`config.mk`:
```
export PLATFORM = sky130hd
export DESIGN_NAME = if_fetch_unit
export DESIGN_NICKNAME = d
export VERILOG_FILES = /design/src/rtl/if_fetch_unit.sv
export SDC_FILE = /design/constraint.sdc
export NUM_CORES = 1
export LEC_CHECK = 0
export CAP_MARGIN = 20
export CORE_MARGIN = 2
export CORE_UTILIZATION = 47
export DETAILED_ROUTE_END_ITERATION = 8
export GPL_TIMING_DRIVEN = 0
export HOLD_SLACK_MARGIN = 0.06
export PLACE_DENSITY = 0.86
export SYNTH_ARGS = -nofsm -noshare
export SYNTH_HDL_FRONTEND = slang
export SYNTH_SLANG_ARGS = --single-unit
```
`constraint.sdc`:
```
create_clock -name clk -period 4.85 [get_ports clk]
set_input_delay 1.455 -clock clk [delete_from_list [all_inputs] [get_ports clk]]
set_output_delay 1.455 -clock clk [all_outputs]
set_load 0.05 [all_outputs]
```
`src/rtl/if_fetch_unit.sv`:
```
// Instruction-fetch front end: owns the PC, fetches words over req/ack and hands them to IF/ID.
// Optional macro FETCH_CNT_EN adds cnt_issued/cnt_killed event counters.
module if_fetch_unit #(
  parameter int                    DATA_WIDTH = 32,
  parameter logic [DATA_WIDTH-1:0] RESET_PC   = 'h3000,
  parameter logic [DATA_WIDTH-1:0] NOP_INST   = 'h00000013
) (
  input  logic                  clk,
  input  logic                  rst,
  output logic                  imem_req,
  output logic [DATA_WIDTH-1:0] imem_addr,
  input  logic                  imem_ack,
  input  logic [DATA_WIDTH-1:0] imem_rdata,
  input  logic                  redirect,
  input  logic [DATA_WIDTH-1:0] redirect_pc,
  output logic                  inst_valid,
  input  logic                  inst_ready,
  output logic [DATA_WIDTH-1:0] inst_out,
  output logic [DATA_WIDTH-1:0] inst_pc
`ifdef FETCH_CNT_EN
  ,
  output logic [31:0]           cnt_issued,
  output logic [31:0]           cnt_killed
`endif
);

  typedef enum logic [1:0] {S_IDLE, S_REQ, S_OUT} state_t;

  state_t                  state;
  logic [DATA_WIDTH-1:0]   pc;
  logic [DATA_WIDTH-1:0]   tgt_q;
  logic                    kill;

  function automatic logic [DATA_WIDTH-1:0] word_align(input logic [DATA_WIDTH-1:0] a);
    return a & ~DATA_WIDTH'(3);
  endfunction

  assign imem_addr = pc;

  always_ff @(posedge clk or posedge rst) begin
    if (rst) begin
      state      <= S_IDLE;
      pc         <= RESET_PC;
      imem_req   <= 1'b0;
      inst_valid <= 1'b0;
      inst_out   <= NOP_INST;
      inst_pc    <= '0;
      kill       <= 1'b0;
    end else begin
      unique case (state)
        S_IDLE: begin
          state    <= S_REQ;
          imem_req <= 1'b1;
        end
        S_REQ: begin
          if (imem_ack) begin
            // A redirect arriving with the ack outranks any target parked in tgt_q.
            if (redirect) begin
              pc   <= word_align(redirect_pc);
              kill <= 1'b0;
            end else if (kill) begin
              pc   <= tgt_q;
              kill <= 1'b0;
            end else begin
              inst_out   <= imem_rdata;
              inst_pc    <= pc;
              pc         <= pc + DATA_WIDTH'(4);
              imem_req   <= 1'b0;
              inst_valid <= 1'b1;
              state      <= S_OUT;
            end
          end else if (redirect) begin
            kill <= 1'b1;
          end
        end
        S_OUT: begin
          if (redirect) begin
            inst_valid <= 1'b0;
            inst_out   <= NOP_INST;
            pc         <= word_align(redirect_pc);
            imem_req   <= 1'b1;
            state      <= S_REQ;
          end else if (inst_ready) begin
            inst_valid <= 1'b0;
            imem_req   <= 1'b1;
            state      <= S_REQ;
          end
        end
        default: begin
          state    <= S_IDLE;
          imem_req <= 1'b0;
        end
      endcase
    end
  end

  // Pending redirect target while the old request is still in flight.
  always_ff @(posedge clk) begin
    if (state == S_REQ && !imem_ack && redirect)
      tgt_q <= word_align(redirect_pc);
  end

`ifdef FETCH_CNT_EN
  logic issue_evt;
  logic kill_evt;

  assign issue_evt = (state == S_OUT) && inst_ready && !redirect;
  assign kill_evt  = ((state == S_REQ) && imem_ack && (redirect || kill)) ||
                     ((state == S_OUT) && redirect);

  always_ff @(posedge clk or posedge rst) begin
    if (rst) begin
      cnt_issued <= '0;
      cnt_killed <= '0;
    end else begin
      if (issue_evt) cnt_issued <= cnt_issued + 32'd1;
      if (kill_evt)  cnt_killed <= cnt_killed + 32'd1;
    end
  end
`endif

endmodule
```
# == Yosys cells after proc, flatten, opt, wreduce, memory -nomap -nowiden ==
# Index checks and enable logic that the tools add are counted.
# classes
n_addsub,1
n_eq_ne,7
mux,30
bitwise_logic,2
reduce_logical,12
# op_table
operator,n
32-bit two-way mux,8
32-bit case mux with 2 select lines,2
32-bit by 3-bit adder with 32-bit output (second input constant),1
1-bit two-way mux,12
2-bit two-way mux,5
5-bit AND reduction,2
2-bit inequality test (second input constant),4
4-bit AND reduction,2
2-bit case mux with 3 select lines,1
2-bit nonzero test,2
3-bit inequality test (second input constant),1
1-bit case mux with 3 select lines,1
3-bit AND reduction,1
2-bit by 1-bit == test with 1-bit output (second input constant),1
2-bit == test (second input constant),1
1-bit logical AND,2
2-bit logical NOT,1
1-bit NOT,2
1-bit case mux with 2 select lines,1
2-bit AND reduction,1
1-bit logical NOT,1
# totals
reg_bits,131
in_bits,69
out_inout_bits,98

# == Longest topological paths before layout ==
# Gate-level depths: netlist of run 1.
# depth
word_depth,5
mapped_depth,8
depth_no_buf,6

# == Least setup slack after synthesis of run 1 ==
# No wires, ideal clock.
# synth_path
path_kind,input-to-reg
startpoint,input port redirect
endpoint,register tgt_q[10] (enable)
arrival_time_ns,3.097
setup_slack_ns,1.336
cell_stages,3
path_buffers,1
cell_sequence,clkbuf_1 > nand2_1 > nor2_1
# synth_via
elab_chain_len,1
# synth_lines
element,line_no,text
from (decl),14,"input logic redirect,"
1-bit logical AND,99,if (state == S_REQ && !imem_ack && redirect)
to (signal assigned),100,tgt_q <= word_align(redirect_pc);
to (decl),31,logic [DATA_WIDTH-1:0] tgt_q;
# No other way between the ends.
# A chain may end at the register's enable or synchronous reset.

# == Worst setup path in the final report of run 1 ==
# layout_path
startpoint,input port redirect
endpoint,register pc[29] (netlist: imem_addr[29])
# layout_via
elab_chain_len,3
elab_cells_between_ends,5
cone_classes,eq/ne: 1; mux: 3; reduce/logical: 1
# layout_lines
element,line_no,text
32-bit two-way mux,58,if (redirect) begin
32-bit two-way mux,56,if (imem_ack) begin
32-bit case mux with 2 select lines,50,unique case (state)
to (signal assigned),59,pc <= word_align(redirect_pc);
to (signal assigned),62,pc <= tgt_q;
to (signal assigned),67,pc <= pc + DATA_WIDTH'(4);
to (decl),30,logic [DATA_WIDTH-1:0] pc;
# Parallel ways exist; a longest one is shown, timed or not. The select of a mux whose other input is x is not followed.

==> impl_metrics.yaml, run 1 <==
run_status:
  status: "finished, final reports clean"
logic_synthesis:
  synthFlopType: "dfrtp_1"
  synth_cells: 475
  yosysUniqueCellTypes: 57
  synthArstFlopShare: 0.762
  avgSynthCellArea_um2: 11.9
  synth_top_area_frac: 0.404
  netlist_top_cells_count: "dfrtp_1, a22o_1, edfxtp_1"
  synth.most_common_cell: "dfrtp_1"
  ys_ff_latch: 126
  yosys_warnings: 0
  synth_top_cell_by_area: "dfrtp_1"
  ys_seq_area_frac: 0.586
  synth_enable_flop_cells: 30
  syn_area_um2: 5640
  ys_top_cells_by_area: "dfrtp_1, edfxtp_1, mux2_1, a22o_1, xor2_1"
global_routing:
  grt_overflow: 0
  antenna_found_initial: 0
  grt_max_degree: 73
  grtUsageTotal: 0.255
  grt_pass1_vias: 4800
  grt_first_pass_wirelength_um: 25500
floorplan:
  start_util: 0.476
  io_pins: 167
  placementRows: 40
  die_x_um: 114
  core_area_um2: 11900
  dieArea_um2: 12900
  die_height_um: 114
pwr:
  cellPowerDensity_nw_per_um2: 785
  p_leak_nw: 3.35
  ir_drop_v: 0.000493
sta:
  tightest_slew_ps: 949
  grt_setup_unrepaired: "false"
  slew_headroom: 0.366
  fin_crit_ps: 3330
  post-route-period-util: 0.686
  fin_skew_ps: 7.20
  clock.fmax_mhz: 301
  timing_hold_violations_final: 0
  setup_slack_ps: 1520
  slew_violations: 0
  setup_viol: 0
cts:
  clkTransAtPathRegs_ps: 60
  cts_buffers: 17
  clk_latency_ps: 420
  clock_path_buffers: 2
  post_cts_buffers: 0
  cts_num_sinks: 126
  cts_tree: "built"
  cts-resized-gates: 0
  cts_hold_buf: 0
  htree_levels: 4
  root_buffer: "clkbuf_16"
worst_setup_path:
  worstPathRequired_ps: 5160
  r2r_setup_slack_ps: 2670
  cp_slowest_cell: "clkdlybuf4s50_1"
  rr_startpoint: "kill"
  start_kind: "input port"
  r2r-end: "imem_addr[10]"
  crit_path_frequent_cell: "clkbuf_1"
  endpoint_kind: "flop"
  crit_type: "in2reg"
  slowest_delay_ps: 530
  critical_path.startpoint: "redirect"
  critPathCapture: "imem_addr[29]"
  path_max_fanout: 10
  path_cells: "clkdlybuf4s50_1 > clkbuf_1 > a22o_1 > buf_2 > clkbuf_1 > nand3_1 > and3_1"
  r2r_cells: 6
  critical_path_arrival_ps: 3640
place:
  gp_congestion: 0.887
  dp_hpwl_um: 11100
  portBuffers: 160
  place_ws_ps: 1170
final_layout:
  fill_cells: 851
  area.sequential_um2: 3310
  multi_input_area_um2: 2150
  drive_above_1_share: 0.106
  utilization: 0.683
  area_delta_synth_final_pct: 43.6
  fin_nets: 728
  antenna_cells: 0
run:
  drv_cap: 0
route:
  vias: 4814
  vias_per_cell: 5.89
  ant_nets: 0
  drtIter0Drc: 503
  wl_per_cell_um: 19.9
  drtPass1Iterations: 5
  drc_errors: 0
  wl_um: 16200
min_path:
  hold_class: "reg2reg"
[per-stage QoR]
step | total power, W | setup TNS [ps] | cells | hold slack [ps] | instance area [um^2]
3_5_place_dp | 0.00502 | 0 | 786 | 472 | 7480
3_3_place_gp | 0.00494 | -48160 | 785 | 459 | 7440
6_report | 0.00636 | 0 | 818 | 482 | 8100
2_1_floorplan | 0.00390 | 0 | 478 | 443 | 5650
5_1_grt | 0.00661 | 0 | 818 | 498 | 8100
4_1_cts | 0.00637 | 0 | 818 | 485 | 8100
[registers in the layout (all words and copies together), names as in the netlist]
name	cells
imem_addr	30
inst_out	32
inst_pc	30
inst_valid	1
kill	1
state	2
tgt_q	30
[cell usage in the layout, fill, tap and decap left out, types with 16 or more instances in the layout]
cell type	instances
and3_1	20
dfrtp_1	91
clkbuf_1	18
nor2_1	21
mux2_1	25
o21ai_0	19
a21oi_1	25
nand3_1	17
clkbuf_16	21
a22o_1	30
clkdlybuf4s50_1	160
xor2_1	16
nand2_1	26
edfxtp_1	30
[metal layers]
metal | vias up | global-route usage | routed length (um)
li1 | 2140 | - | -
met1 | 2348 | 0.322 | 6300
met2 | 279 | 0.424 | 8150
met3 | 47 | 0.0632 | 1330
met4 | 0 | 0.107 | 469
met5 | - | 0 | 0
[power breakdown]
| group | internal [W] | switching, W |
|---|---|---|
| sequential | 0.00151 | 0.000365 |
| combinational | 0.00110 | 0.00207 |
| clock | 0.000853 | 0.000468 |
[kinds of logic after synthesis]
family | synth area share
buffers and inverters | 0.0364
DFF | 0.586
muxes | 0.0616
and+or+nand+nor | 0.122
adders and majority gates | 0.00222
xor gates and xnor gates | 0.0357
AOI/OAI and AO/OA | 0.155
other | 0.000665
[worst max-delay path, delay by kind of cell]
kind | cells | cell delay, ps
buffers and inverters | 4 | 1580
and+or+nand+nor | 2 | 380
AOI/OAI and AO/OA | 1 | 210
[final cells by class]
class,count,area share
Clock inverter,7,0.00803
Tap cell,147,0.0227
Sequential cell,126,0.408
Timing Repair Buffer,161,0.201
Buffer,37,0.0230
Inverter,5,0.00263
Clock buffer,25,0.0692
Multi-Input combinational cell,310,0.265
[worst min-delay path by stage]
stage / end / slack [ps] / from / depth (start not counted)
after floorplan: imem_addr[18] / 440 / tgt_q[18] / 2
after global placement: imem_addr[18] / 460 / tgt_q[18] / 2
after detailed placement: imem_addr[27] / 470 / tgt_q[27] / 2
after CTS: imem_addr[18] / 480 / tgt_q[18] / 2
after global routing: inst_pc[16] / 500 / inst_pc[16] / 1
final: inst_pc[12] / 480 / inst_pc[12] / 1
(Power assumes the default switching activity.)
==> run 2: changes to the inputs <==
clock period = 3.2 ns   (was 4.85 ns; I/O delays follow)
==> run 2 against run 1 <==
  * Total power grew 53%
  * Sequential power grew 52%
  * Global-route usage grew 0.29 points
  * First-iteration DRC count grew 29%
  * Non-clock buffer count grew 1
  * Highest routed layer unchanged
==> impl_metrics.yaml, run 2 (synthesis results as in run 1) <==
final_layout:
  mostFrequentLayoutCell: "clkdlybuf4s50_1"
  fill_cells: 870
  area.sequential_um2: 3310
  fin_nets: 729
  utilization: 0.683
  largest_register: "inst_out"
  drive_above_1_share: 0.0982
  final_cell_mix: "clkdlybuf4s50_1, dfrtp_1, a22o_1, edfxtp_1, nand2_1"
  largest_reg_flops: 32
  area_delta_synth_final_pct: 43.7
  multi_input_area_um2: 2150
  antenna_cells: 0
  stdcell_count: 819
worst_setup_path:
  cp_slowest_cell: "clkdlybuf4s50_1"
  path_delay_family: "buffers and inverters"
  start_kind: "flop"
  rr_startpoint: "kill"
  critical_path.startpoint: "imem_addr[12]"
  r2r_cells: 7
  path_cells: "clkdlybuf4s50_1"
  worstPathRequired_ps: 2240
  critical_path_arrival_ps: 1870
  crit_cells: 1
  r2r-end: "imem_addr[21]"
  slowest_delay_ps: 850
  path_max_fanout: 7
  critPathBufInv: 1
  crit_type: "reg2out"
  endpoint_kind: "output pin"
  r2r_setup_slack_ps: 940
  critPathCapture: "imem_addr[12]"
min_path:
  hold_class: "reg2reg"
global_routing:
  grt_use_met1: 0.333
  grt_first_pass_wirelength_um: 25700
  grtUsageMet3: 0.0638
  grt_overflow: 0
  grt_max_degree: 43
  grt_pass1_vias: 4844
  busiest_layer: "met2"
  antenna_found_initial: 0
  use_met2: 0.428
  grtUsageTotal: 0.258
pwr:
  total_power_w: 0.00970
  switching_share: 0.451
  seq_power_share: 0.294
  pwr-share-clk: 0.211
  p_leak_nw: 3.34
  cellPowerDensity_nw_per_um2: 1200
  p_comb_frac: 0.495
  p_sw_w: 0.00438
  intPower_w: 0.00533
  ir_drop_v: 0.000676
cts:
  cts_hold_buf: 0
  cts-resized-gates: 0
  clkTransAtPathRegs_ps: 50
  cts_tree: "built"
  cts_num_sinks: 126
  post_cts_buffers: 0
  clk_latency_ps: 420
  cts_buffers: 17
  htree_levels: 4
  clock_path_buffers: 2
  root_buffer: "clkbuf_16"
sta:
  setup_viol: 0
  fin_tns_setup_ps: 0
  slew_headroom: 0.372
  fin_skew_ps: 12.0
  timing_hold_violations_final: 0
  post-route-period-util: 0.885
  clock.fmax_mhz: 353
  slew_violations: 0
  setup_slack_ps: 367
  fin_crit_ps: 2830
  tightest_slew_ps: 941
  grt_setup_unrepaired: "false"
floorplan:
  placementRows: 40
  start_util: 0.476
  die_height_um: 114
  core_area_um2: 11900
  die_x_um: 114
  dieArea_um2: 12900
  io_pins: 167
place:
  dp_hpwl_um: 11400
  portBuffers: 160
  gp_congestion: 0.907
  place_ws_ps: 15.6
  dp.cells: 787
run_status:
  status: "finished, final reports clean"
route:
  vias_per_cell: 5.98
  vias: 4901
  ant_nets: 0
  drtIter0Drc: 650
  drtPass1Iterations: 5
  wl_per_cell_um: 20.2
  drc_errors: 0
  wl_um: 16500
run:
  drv_cap: 0
==> run 2: changes by cell type in the layout (fill, tap and decap cells not counted), moves of 2 or more <==
cell       delta
buf_12        +2
bufinv_16     +4
clkbuf_1      +4
clkbuf_16     -4
clkbuf_8      -2
clkinv_1      +2
inv_4         -3
==> run 2: final cells by class <==
type	instances	area share
sequential	126	0.408
inverter	5	0.00278
timing repair buffer	162	0.202
clock inverter	9	0.0207
buffer	37	0.0230
clock buffer	23	0.0553
multi-input combinational	310	0.265
tap	147	0.0227
==> run 2: how the worst min path moves through the flow <==
stage / depth (start not counted) / to / slack, ps / from
after floorplan: 2 / imem_addr[18] / 440 / tgt_q[18]
after global placement: 2 / imem_addr[18] / 460 / tgt_q[18]
after detailed placement: 2 / imem_addr[18] / 460 / tgt_q[18]
after CTS: 2 / imem_addr[18] / 470 / tgt_q[18]
after global routing: 1 / inst_pc[27] / 490 / inst_pc[27]
final: 1 / inst_pc[6] / 480 / inst_pc[6]
==> run 2: metrics by stage <==
step	instance area (um^2)	hold slack, ps
after detailed placement	7490	464
after global routing	8110	492
final	8110	483
after CTS	8110	475
after floorplan	5660	443
after global placement	7440	458
==> run 2: power by group through the flow <==
stage          Sequential [W]  Clock [W]  Combinational [W]
6_report              0.00285    0.00205            0.00480
5_1_grt               0.00294    0.00214            0.00500
4_1_cts               0.00284    0.00206            0.00480
3_5_place_dp          0.00285          0            0.00478
3_3_place_gp          0.00281          0            0.00467
2_1_floorplan         0.00468          0            0.00123
==> run 2: metal layers <==
metal,up-vias,wire [um]
met2,323,8360
met1,2379,6360
met5,-,0
met4,0,385
li1,2144,-
met3,55,1420
==> run 3: changes to the inputs <==
HOLD_SLACK_MARGIN = 0.15   (was 0.06)
==> results of run 3 <==
The final DEF is identical to that of run 2; final timing and power are the same.
